[src/rtl/fpcvt_seq.sv]
// ============================================================================
// Module      : fpcvt_seq
// Description : Sequential two's-complement to floating-point converter.
//               Normalises one bit per cycle, then rounds and saturates.
//               Optional `inexact` output is enabled by FPCVT_INEXACT_EN.
// Revision    : 1.0 - initial release
// ============================================================================
`default_nettype none

module fpcvt_seq #(
   parameter int W  = 12,
   parameter int EW = 3,
   parameter int MW = 4
) (
   input  logic          clk,
   input  logic          rst,
   input  logic          in_valid,
   output logic          in_ready,
   input  logic [W-1:0]  d,
   output logic          out_valid,
   input  logic          out_ready,
   output logic          s,
   output logic [EW-1:0] e,
   output logic [MW-1:0] f
`ifdef FPCVT_INEXACT_EN
   ,
   output logic          inexact
`endif
);

   typedef enum logic [1:0] {IDLE, NORM, RND, OUT} state_t;

   localparam logic [EW-1:0] EXP_INIT = EW'(W - 1 - MW);
   localparam logic [W-1:0]  MOST_NEG = {1'b1, {(W-1){1'b0}}};
   localparam logic [MW-1:0] F_HALF   = {1'b1, {(MW-1){1'b0}}};

   state_t        r_state;
   state_t        w_state_next;
   logic [W-2:0]  r_mag;
   logic [EW-1:0] r_exp;
   logic          r_sign;

   logic          w_accept;
   logic          w_most_neg;
   logic [W-1:0]  w_d_abs;
   logic          w_norm_done;
   logic [MW-1:0] w_f0;
   logic          w_rbit;
   logic [MW-1:0] w_f_rnd;
   logic [EW-1:0] w_e_rnd;

   assign in_ready    = (r_state == IDLE) && !rst;
   assign w_accept    = in_valid && in_ready;
   assign w_most_neg  = (d == MOST_NEG);
   assign w_d_abs     = d[W-1] ? -d : d;
   assign w_norm_done = r_mag[W-2] || (r_exp == '0);

   // Rounding is suppressed in the denormal region (exp == 0).
   assign w_f0   = r_mag[W-2 -: MW];
   assign w_rbit = (r_exp != '0) && r_mag[W-2-MW];

   always_comb begin
      w_f_rnd = w_f0;
      w_e_rnd = r_exp;
      if (w_rbit) begin
         if (!(&w_f0)) begin
            w_f_rnd = w_f0 + MW'(1);
         end else if (r_exp == EXP_INIT) begin
            w_f_rnd = '1;
         end else begin
            w_f_rnd = F_HALF;
            w_e_rnd = r_exp + EW'(1);
         end
      end
   end

   always_comb begin
      w_state_next = r_state;
      case (r_state)
         IDLE: if (w_accept) w_state_next = w_most_neg ? OUT : NORM;
         NORM: if (w_norm_done) w_state_next = RND;
         RND:  w_state_next = OUT;
         OUT:  if (out_ready) w_state_next = IDLE;
         default: w_state_next = IDLE;
      endcase
   end

   always_ff @(posedge clk) begin
      if (rst) begin
         r_state <= IDLE;
      end else begin
         r_state <= w_state_next;
      end
   end

   always_ff @(posedge clk) begin
      if (rst) begin
         r_mag     <= '0;
         r_exp     <= '0;
         r_sign    <= 1'b0;
         out_valid <= 1'b0;
         s         <= 1'b0;
         e         <= '0;
         f         <= '0;
      end else begin
         case (r_state)
            IDLE: begin
               if (w_accept) begin
                  r_sign <= d[W-1];
                  if (w_most_neg) begin
                     s         <= 1'b1;
                     e         <= '1;
                     f         <= '1;
                     out_valid <= 1'b1;
                  end else begin
                     r_mag <= w_d_abs[W-2:0];
                     r_exp <= EXP_INIT;
                  end
               end
            end
            NORM: begin
               if (!w_norm_done) begin
                  r_mag <= {r_mag[W-3:0], 1'b0};
                  r_exp <= r_exp - EW'(1);
               end
            end
            RND: begin
               s         <= r_sign;
               e         <= w_e_rnd;
               f         <= w_f_rnd;
               out_valid <= 1'b1;
            end
            OUT: begin
               if (out_ready) out_valid <= 1'b0;
            end
            default: ;
         endcase
      end
   end

`ifdef FPCVT_INEXACT_EN
   logic w_inexact_rnd;

   // Lost low bits, or a round-up that saturation swallowed.
   assign w_inexact_rnd = (|r_mag[W-2-MW:0]) ||
                          (w_rbit && (&w_f0) && (r_exp == EXP_INIT));

   always_ff @(posedge clk) begin
      if (rst) begin
         inexact <= 1'b0;
      end else if (r_state == IDLE && w_accept) begin
         inexact <= w_most_neg;
      end else if (r_state == RND) begin
         inexact <= w_inexact_rnd;
      end
   end
`endif

endmodule

`default_nettype wire

[config.mk]
export PLATFORM = sky130hd
export DESIGN_NAME = fpcvt_seq
export DESIGN_NICKNAME = d
export VERILOG_FILES = /design/src/rtl/fpcvt_seq.sv
export SDC_FILE = /design/constraint.sdc
export NUM_CORES = 1
export LEC_CHECK = 0
export ABC_CLOCK_PERIOD_IN_PS = 3840
export BUFFER_PORTS_ARGS = -buffer_cell sky130_fd_sc_hd__buf_4
export CORE_MARGIN = 2
export CORE_UTILIZATION = 30
export DETAILED_ROUTE_END_ITERATION = 16
export SLEW_MARGIN = 25
export SYNTH_ARGS = -nofsm -noshare
export SYNTH_HDL_FRONTEND = slang
export SYNTH_SLANG_ARGS = --single-unit
[constraint.sdc]
create_clock -name clk -period 3.84 [get_ports clk]
set_input_delay 0.768 -clock clk [delete_from_list [all_inputs] [get_ports clk]]
set_output_delay 0.768 -clock clk [all_outputs]
set_load 0.01 [all_outputs]
After elaboration in Yosys (flattened, before gate mapping)
Index checks and enable logic that the tools add are counted.
{ "word_totals": {"ff_bits": 26, "inputBits": 16, "out_inout_bits": 10, "wordCells": 71} }
{ "op_classes": {"n_addsub": 4, "n_eq_ne": 11, "n_mux": 31, "reduce_logical": 17} }
{ "ops": {"columns": ["cell", "n"], "rows": [
  ["11-bit 2-to-1 mux", 4],
  ["3-bit 2-to-1 mux", 9],
  ["11-bit case mux with 2 select lines", 1],
  ["4-bit 2-to-1 mux", 4],
  ["12-bit == test (second input constant)", 1],
  ["2-bit != test (second input constant)", 6],
  ["3-bit case mux with 2 select lines", 2],
  ["4-bit AND reduction", 3],
  ["11-bit negator", 1],
  ["2-bit 2-to-1 mux", 4],
  ["2-bit case mux with 4 select lines", 1],
  ["4-bit case mux with 2 select lines", 1],
  ["3-bit AND reduction", 2],
  ["3-bit nonzero test", 2],
  ["4-bit by 1-bit adder with 4-bit output (second input constant)", 1],
  ["2-bit == test (second input constant)", 2],
  ["2-bit nonzero test", 2],
  ["3-bit by 1-bit adder with 3-bit output (second input constant)", 1],
  ["3-bit == test (second input constant)", 1],
  ["1-bit logical AND", 3],
  ["3-bit zero test", 1],
  ["1-bit 2-to-1 mux", 3],
  ["1-bit case mux with 3 select lines", 1],
  ["3-bit by 1-bit subtractor with 3-bit output (second input constant)", 1],
  ["other kinds (6)", 6]
]} }

Depth between registers and ports, before layout
Gate-level depths: netlist of the first run.
{ "logic_depth": {"word_depth": 5, "depth_mapped": 9, "depth_no_buf": 8} }

Worst setup path before layout of the first run
Ideal clock, no wire load.
{ "synth_path": {"path_type": "input to output", "start": "input rst", "end": "output in_ready", "arrival_time_ns": 1.436, "t_required_ns": 3.072, "slack_ns": 1.636, "stages": 3, "n_path_buf": 2, "path_cell_list": "clkbuf_1 -> buf_1 -> nor2_1"} }
{ "synth_between": {"elab_chain_len": 2} }
{ "synth_rtl": {"columns": ["element", "line", "source"], "rows": [
  ["start, declared", "16", "input logic rst,"],
  ["1-bit zero test", "52", "assign in_ready = (r_state == IDLE) && !rst;"],
  ["1-bit logical AND", "52", null],
  ["end, declared", "18", "output logic in_ready,"]
]} }
Every way passes these cells.

Worst setup path after layout of the first run
{ "layout_path": {"start": "register r_state[1]", "end": "register r_mag[4]"} }
{ "layout_between": {"elab_chain_len": 5, "elab_cells_between_ends": 10, "cone_classes": "eq/ne (4); mux (1); reduce/logical (5)"} }
{ "layout_rtl": {"columns": ["element", "line", "source"], "rows": [
  ["start, declared", "37", "state_t r_state;"],
  ["start signal, assigned", "92", "r_state <= w_state_next;"],
  ["2-bit zero test", "52, 106", null],
  ["1-bit logical AND", "52", null],
  ["1-bit logical AND", "53", "assign w_accept = in_valid && in_ready;"],
  ["2-bit != test (no source line)", null, null],
  ["4-bit AND reduction (no source line)", null, null],
  ["end signal, assigned", "116", "r_mag <= w_d_abs[W-2:0];"],
  ["end signal, assigned", "123", "r_mag <= {r_mag[W-3:0], 1'b0};"],
  ["end, declared", "39", "logic [W-2:0] r_mag;"]
]} }
Several ways; a longest one is shown, not always the timed one.
A chain may end at the register's enable or synchronous reset.

==> results of run 1 <==
==> through the flow <==
stage / hold WS, ns / area, µm² / util (%) / total power, mW
2_1_floorplan: 0.437 / 1720 / - / 0.974
3_3_place_gp: 0.445 / 1950 / 35.2 / 1.09
3_5_place_dp: 0.451 / 1950 / 35.2 / 1.10
4_1_cts: 0.465 / 2020 / 36.5 / 1.34
5_1_grt: 0.481 / 2020 / 36.5 / 1.45
6_report: 0.460 / 2020 / 36.5 / 1.33
==> kinds of logic after synthesis <==
group                    count (synthesis)  share of synthesized area, %
buffers and inverters                   20                          5.44
XOR/XNOR                                 7                          3.56
AND/OR/NAND/NOR                         88                          28.8
flip-flops                              26                          30.2
multiplexers                            12                          7.33
adder cells (fa/ha/maj)                 11                          7.98
AO/OA/AOI/OAI                           44                          16.7
==> worst paths after layout <==
kind | slack (ns) | end | startpoint | depth (start not counted)
worst min-delay path | 0.46 | f[3] | f[3] | 2
worst min register to register | 0.46 | f[3] | f[3] | 2
worst max register to register | 1.33 | r_mag[4] | r_state[1] | 6
worst max-delay path | 1.33 | r_mag[4] | r_state[1] | 6
==> cell type report <==
class / instances / share of cell area [%]
multi-input cells: 162 / 54.9
flip-flops and latches: 26 / 25.8
repair buffers: 25 / 9.29
well taps: 72 / 4.46
clock buffers: 3 / 2.04
inverters: 11 / 2.04
clock inverters: 1 / 1.49
==> sequential cells by signal, summed over array words and instances, names as in the netlist <==
name and cells:
e 3, f 4, out_valid 1, r_exp 3, r_mag 11, r_sign 1
r_state 2, s 1
==> cells in the final DEF (no fill, tap or decap), drive strengths merged, types with 4 or more instances in the layout <==
| master | instances |
|---|---|
| mux2i | 10 |
| xor2 | 4 |
| nor2b | 11 |
| ha | 11 |
| o21ai | 7 |
| inv | 11 |
| a211oi | 6 |
| a21oi | 12 |
| buf | 25 |
| nor3 | 10 |
| nand2 | 9 |
| nand2b | 13 |
| a31oi | 4 |
| dfxtp | 26 |
| nor2 | 25 |
==> power groups by stage <==
stage	clock network (mW)	registers [mW]	logic, mW
finish	0.235	0.447	0.643
global route	0.251	0.464	0.733
CTS	0.240	0.447	0.652
detailed placement	0	0.454	0.647
global placement	0	0.451	0.643
floorplan	0	0.440	0.534
==> per-layer routing <==
| metal | up-vias | share of wire, % | track usage (%) |
|---|---|---|---|
| met2 | 22 | 47 | 20.8 |
| met4 | 0 | 0.76 | 2.54 |
| met3 | 4 | 3.3 | 1.70 |
| met1 | 656 | 49 | 15.3 |
| li1 | 778 | - | - |
| met5 | - | 0 | 0 |
==> worst max-delay path: cells and delay by family (launching register included) <==
family	cells	cell delay [ns]
DFF	1	0.36
buffers and inverters	1	0.13
adders and majority gates	1	0.77
AOI/OAI and AO/OA	3	0.85
muxes	1	0.30
==> reports/metrics.csv, run 1 <==
metric,value,unit
grtUsageTotal,11.8,%
period_share,65.5,%
clk_pin_slew,0.10,ns
dpl.hpwl,2.62,mm
p_sw_share,39.9,%
crit_path_max_fanout,28,
finalHoldViolations,0,
gp_congestion,0.776,
wl,3.57,mm
htree_levels,1,
wire_per_inst,11.9,µm
core,0.00554,mm²
ys_top_cells_by_area,"dfxtp_1 30%, ha_1 8.0%, nor2_1 5.4%",
cp_slowest_cell,ha_1,
yosysWarningCount,0,
ir_drop,0.000251,V
grt_pass1_wl,6.17,mm
dieArea,0.00637,mm²
clock.fmax,398,MHz
path_class,flip-flop to flip-flop,
tritoncts,done,
dp_cells,296,
clockPowerShare,17.7,%
n_antenna_cell,0,
vias,1460,
ys_ff_latch,26,
synth_ff_type,dfxtp_1,
avgSynthCellArea,8.29,µm²
p_switching,0.529,mW
worst_setup_path_end_kind,flip-flop,
stdcell_count,300,
grt_pass1_vias,1400,
grt_overflow,0,
cp_slowest_stage_delay,0.77,ns
pwr-share-comb,48.5,%
post_cts_resized,0,
cts_hold_buf,0,
drc_errors,0,
drive_gt1_share,18.0,%
cts_inserted_buffers,3,
synth_largest_area_cell,dfxtp_1,
maxSlewViolCount,0,
cp.required,4.02,ns
num_io_pins,26,
rsz0062_at_grt,no,
cap_violations,0,
register_area,520,µm²
cts_sinks,26,
finalSetupTns,0,ns
via_per_inst,4.87,
port_buffers,25,
cts_root_buf,clkbuf_8,
grt_antenna_before_repair,0,
postCtsSetupRepairBufs,0,
worstSetupStartpointType,flip-flop,
worstMarginPinSlew,0.905,ns
p_per_area,656,mW/mm²
ys_seq_area_share,30.2,%
synth_top_area_share,30.2,%
grt_max_degree,32,
syn_area,0.00172,mm²
p_int,0.796,mW
synth_commonest_cells,"26 x dfxtp_1, 25 x nor2_1, 13 x nand2b_1",
pre_cts_ws,1.21,ns
synth_cell_type_count,47,
finalNetCount,256,
synth-async-reset-ratio,0,%
ant_nets,0,
pwr-share-seq,33.7,%
path_cells,inv_1 > ha_1 > mux2_2 > o21a_2 > o21ai_0 > o32ai_1,
status,completed,
finalWorstSetupSlack,1.33,ns
p_leak,0.824,nW
die_y,79.8,µm
relSlewSlack,39.7,%
yosysMostFrequentCell,dfxtp_1,
first_pass_iters,4,
die_w,79.8,µm
min_path_type,flip-flop to flip-flop,
multiInputGateArea,0.00111,mm²
period_needed,2.51,ns
skew,0.00747,ns
clkLatencyLatePin,0.28,ns
rows,27,
clk_path_buf_depth,2,
initial_core_util,31.1,%
syn-num-nets,235,
drtIter0Drc,49,
fillers,596,
area_growth_syn_to_layout,17.2,%
synthCells,208,
arrival,2.69,ns
synth-edff-count,0,
setup_viol,0,
No activity file was read; power rests on OpenSTA's default activity.
==> run 2: changes to the inputs <==
ABC_AREA = 1   (was not set)
ABC_CLOCK_PERIOD_IN_PS = 2500   (was 3840)
clock period = 2.5 ns   (was 3.84 ns; I/O delays follow)
==> run 2 against run 1 <==
Effect of this change:
- sequential power increased by 48%
- core utilization increased by 0.99 points
- power increased by 48%
- largest power group unchanged
==> reports/metrics.csv, run 2 <==
metric,value,unit,change
drc_errors,0,,unchanged
syn_area,0.00176,mm²,+2.2%
final_common_cell,nand2_1,,
yosysMostFrequentCell,nand2_1,,
rsz0062_at_grt,no,,
finalHoldViolations,0,,unchanged
worstSetupStartpointType,flip-flop,,
avgSynthCellArea,6.18,µm²,-25%
pre_cts_ws,0.500,ns,-0.714 ns
synth-edff-count,0,,unchanged
grt_antenna_before_repair,0,,unchanged
first_pass_iters,4,,unchanged
period_needed,1.90,ns,-0.609 ns
post-route-util,37.5,%,+0.99 points
grt_max_degree,18,,-44%
crit_path_max_fanout,13,,-54%
dp_cells,378,,+28%
ff2ff_setup_slack,0.60,ns,-0.73 ns
cp_slowest_stage_delay,0.41,ns,-0.36 ns
grt_overflow,0,,unchanged
via_per_inst,4.51,,-7.4%
crit_buf_inv,4,,+3
min_path_type,flip-flop to flip-flop,,
arrival,2.07,ns,-0.62 ns
vias,1721,,+18%
whs_endpoint,e[2],,
finalSetupTns,0,ns,unchanged
area_growth_syn_to_layout,18.5,%,
wire_per_inst,9.91,µm,-17%
stdcell_count,382,,+27%
cts_root_buf,clkbuf_8,,
ys_ff_latch,26,,unchanged
rows,27,,unchanged
wl,3.79,mm,+6.2%
drive_gt1_share,13.9,%,-4.1 points
path_cells,inv_1 > ha_1 > ha_1 > inv_1 > nand3_1 > nand2_1 > nand2_1 > clkinv_1 > nand2_2 > inv_2 > nand2_1 > nor2_1 > nor2_1,,
worstMarginPinSlew,0.291,ns,-0.614 ns
post_cts_resized,0,,unchanged
core,0.00557,mm²,+0.61%
synth-async-reset-ratio,0,%,unchanged
clkLatencyLatePin,0.27,ns,about the same
synth_cell_type_count,27,,-43%
tritoncts,done,,
worst_setup_path_end_kind,flip-flop,,
cts_inserted_buffers,3,,unchanged
die_y,80.6,µm,+1.0%
die_w,80.6,µm,+1.0%
r2r_cells,13,,+7
critPathTopFamily,simple AND/OR/NAND/NOR gates,,
synth_commonest_cells,"73 x nand2_1, 50 x nor2_1, 31 x inv_1",,
relSlewSlack,80.5,%,+41 points
cp.required,2.67,ns,-1.35 ns
p_leak,0.996,nW,+21%
postCtsSetupRepairBufs,0,,unchanged
n_antenna_cell,0,,unchanged
r2r_start,r_exp[0],,
gr-usage-met3,1.12,%,-0.57 points
period_share,76.2,%,+11 points
grt_pass1_vias,1594,,+14%
cp_slowest_cell,dfxtp_1,,
clk_path_buf_depth,2,,unchanged
synthCells,285,,+37%
reg2reg_to,r_mag[6],,
grtUsageTotal,12.8,%,+0.95 points
syn-num-nets,312,,+33%
largest_reg_flops,11,,unchanged
whs_path_depth,2,,unchanged
power,1.96,mW,+48%
cap_violations,0,,unchanged
num_io_pins,26,,unchanged
drtIter0Drc,111,,+130%
ant_nets,0,,unchanged
grt_pass1_wl,6.74,mm,+9.3%
clock.fmax,525,MHz,+32%
ys_top_cells_by_area,"dfxtp_1 30%, nand2_1 16%, nor2_1 11%",,
status,completed,,
finalWorstSetupSlack,0.595,ns,-0.731 ns
synth_top_area_share,29.5,%,-0.64 points
htree_levels,1,,unchanged
yosysWarningCount,0,,unchanged
maxSlewViolCount,0,,unchanged
regMostFlops,r_mag,,
ir_drop,0.000259,V,+3.1%
dpl.hpwl,2.93,mm,+12%
clk_pin_slew,0.10,ns,about the same
cts_sinks,26,,unchanged
dieArea,0.00650,mm²,+2.1%
cp_common_cell,nand2_1,,
hp-start,e[2],,
p_per_area,938,mW/mm²,+43%
synth_largest_area_cell,dfxtp_1,,
port_buffers,25,,unchanged
initial_core_util,31.6,%,+0.48 points
gp_congestion,0.777,,+0.13%
ys_seq_area_share,29.5,%,-0.64 points
busiest_layer,met2,,
use_met2,22.1,%,+1.2 points
synth_ff_type,dfxtp_1,,
setup_viol,0,,unchanged
layout_top_registers,"r_mag (11), f (4)",,
skew,0.0103,ns,+0.00288 ns
use_met1,16.5,%,+1.2 points
finalNetCount,338,,+32%
cts_hold_buf,0,,unchanged
path_class,flip-flop to flip-flop,,
layout_common_cells,"73 x nand2_1, 50 x nor2_1, 31 x inv_1",,
==> run 2: cells by family (layout without fill, tap and decap cells) <==
family,count (synthesis),after routing,synth area share [%]
simple gates,160,160,38.1
compound gates,42,42,12.3
buf+inv,42,67,10.2
flops,26,26,29.5
fa+ha+maj,11,11,7.81
xor+xnor,4,4,1.99
==> run 2: metal layers <==
| metal | routed length, µm | vias up |
|---|---|---|
| met2 | 1640 | 28 |
| met3 | 108 | 4 |
| met5 | 0 | - |
| met4 | 55 | 0 |
| met1 | 1980 | 734 |
| li1 | - | 955 |
==> run 2: metrics by stage <==
step                hold WS [ns]  cell area, µm²
floorplan                  0.449            1760
global placement           0.459            2020
detailed placement         0.468            2020
CTS                        0.472            2090
global route               0.485            2090
finish                     0.480            2090
==> run 2: how the worst max path moves through the flow <==
stage	from	cells after the start	end
5_1_grt	r_exp[0]	11	e[0]
3_3_place_gp	d[0]	10	r_mag[3]
3_5_place_dp	d[0]	10	r_mag[3]
6_report	r_exp[0]	13	r_mag[6]
4_1_cts	r_exp[0]	13	r_mag[6]
2_1_floorplan	d[0]	10	f[2]
==> run 2: worst reg2reg max path: stages (launching register included) <==
cell and delay [ns]:
dfxtp_1 0.41, inv_1 0.09, ha_1 0.20, ha_1 0.18
inv_1 0.08, nand3_1 0.10, nand2_1 0.07, nand2_1 0.05
clkinv_1 0.05, nand2_2 0.15, inv_2 0.22, nand2_1 0.08
nor2_1 0.10, nor2_1 0.04
==> run 2: final cells by class <==
| class | count | area, µm² |
|---|---|---|
| Clock buffer | 3 | 41.3 |
| Clock inverter | 1 | 30.0 |
| Fill cell | 629 | 3490 |
| Inverter | 34 | 128 |
| Multi-Input combinational cell | 217 | 1060 |
| Sequential cell | 26 | 520 |
| Tap cell | 72 | 90.1 |
| Timing Repair Buffer | 29 | 218 |
==> run 2: power by group <==
group | total (mW) | leakage [nW] | internal [mW] | switching (mW)
Sequential | 0.663 | 0.213 | 0.549 | 0.113
Combinational | 0.944 | 0.746 | 0.371 | 0.573
Clock | 0.352 | 0.0357 | 0.214 | 0.138
Total | 1.96 | 0.996 | 1.13 | 0.824
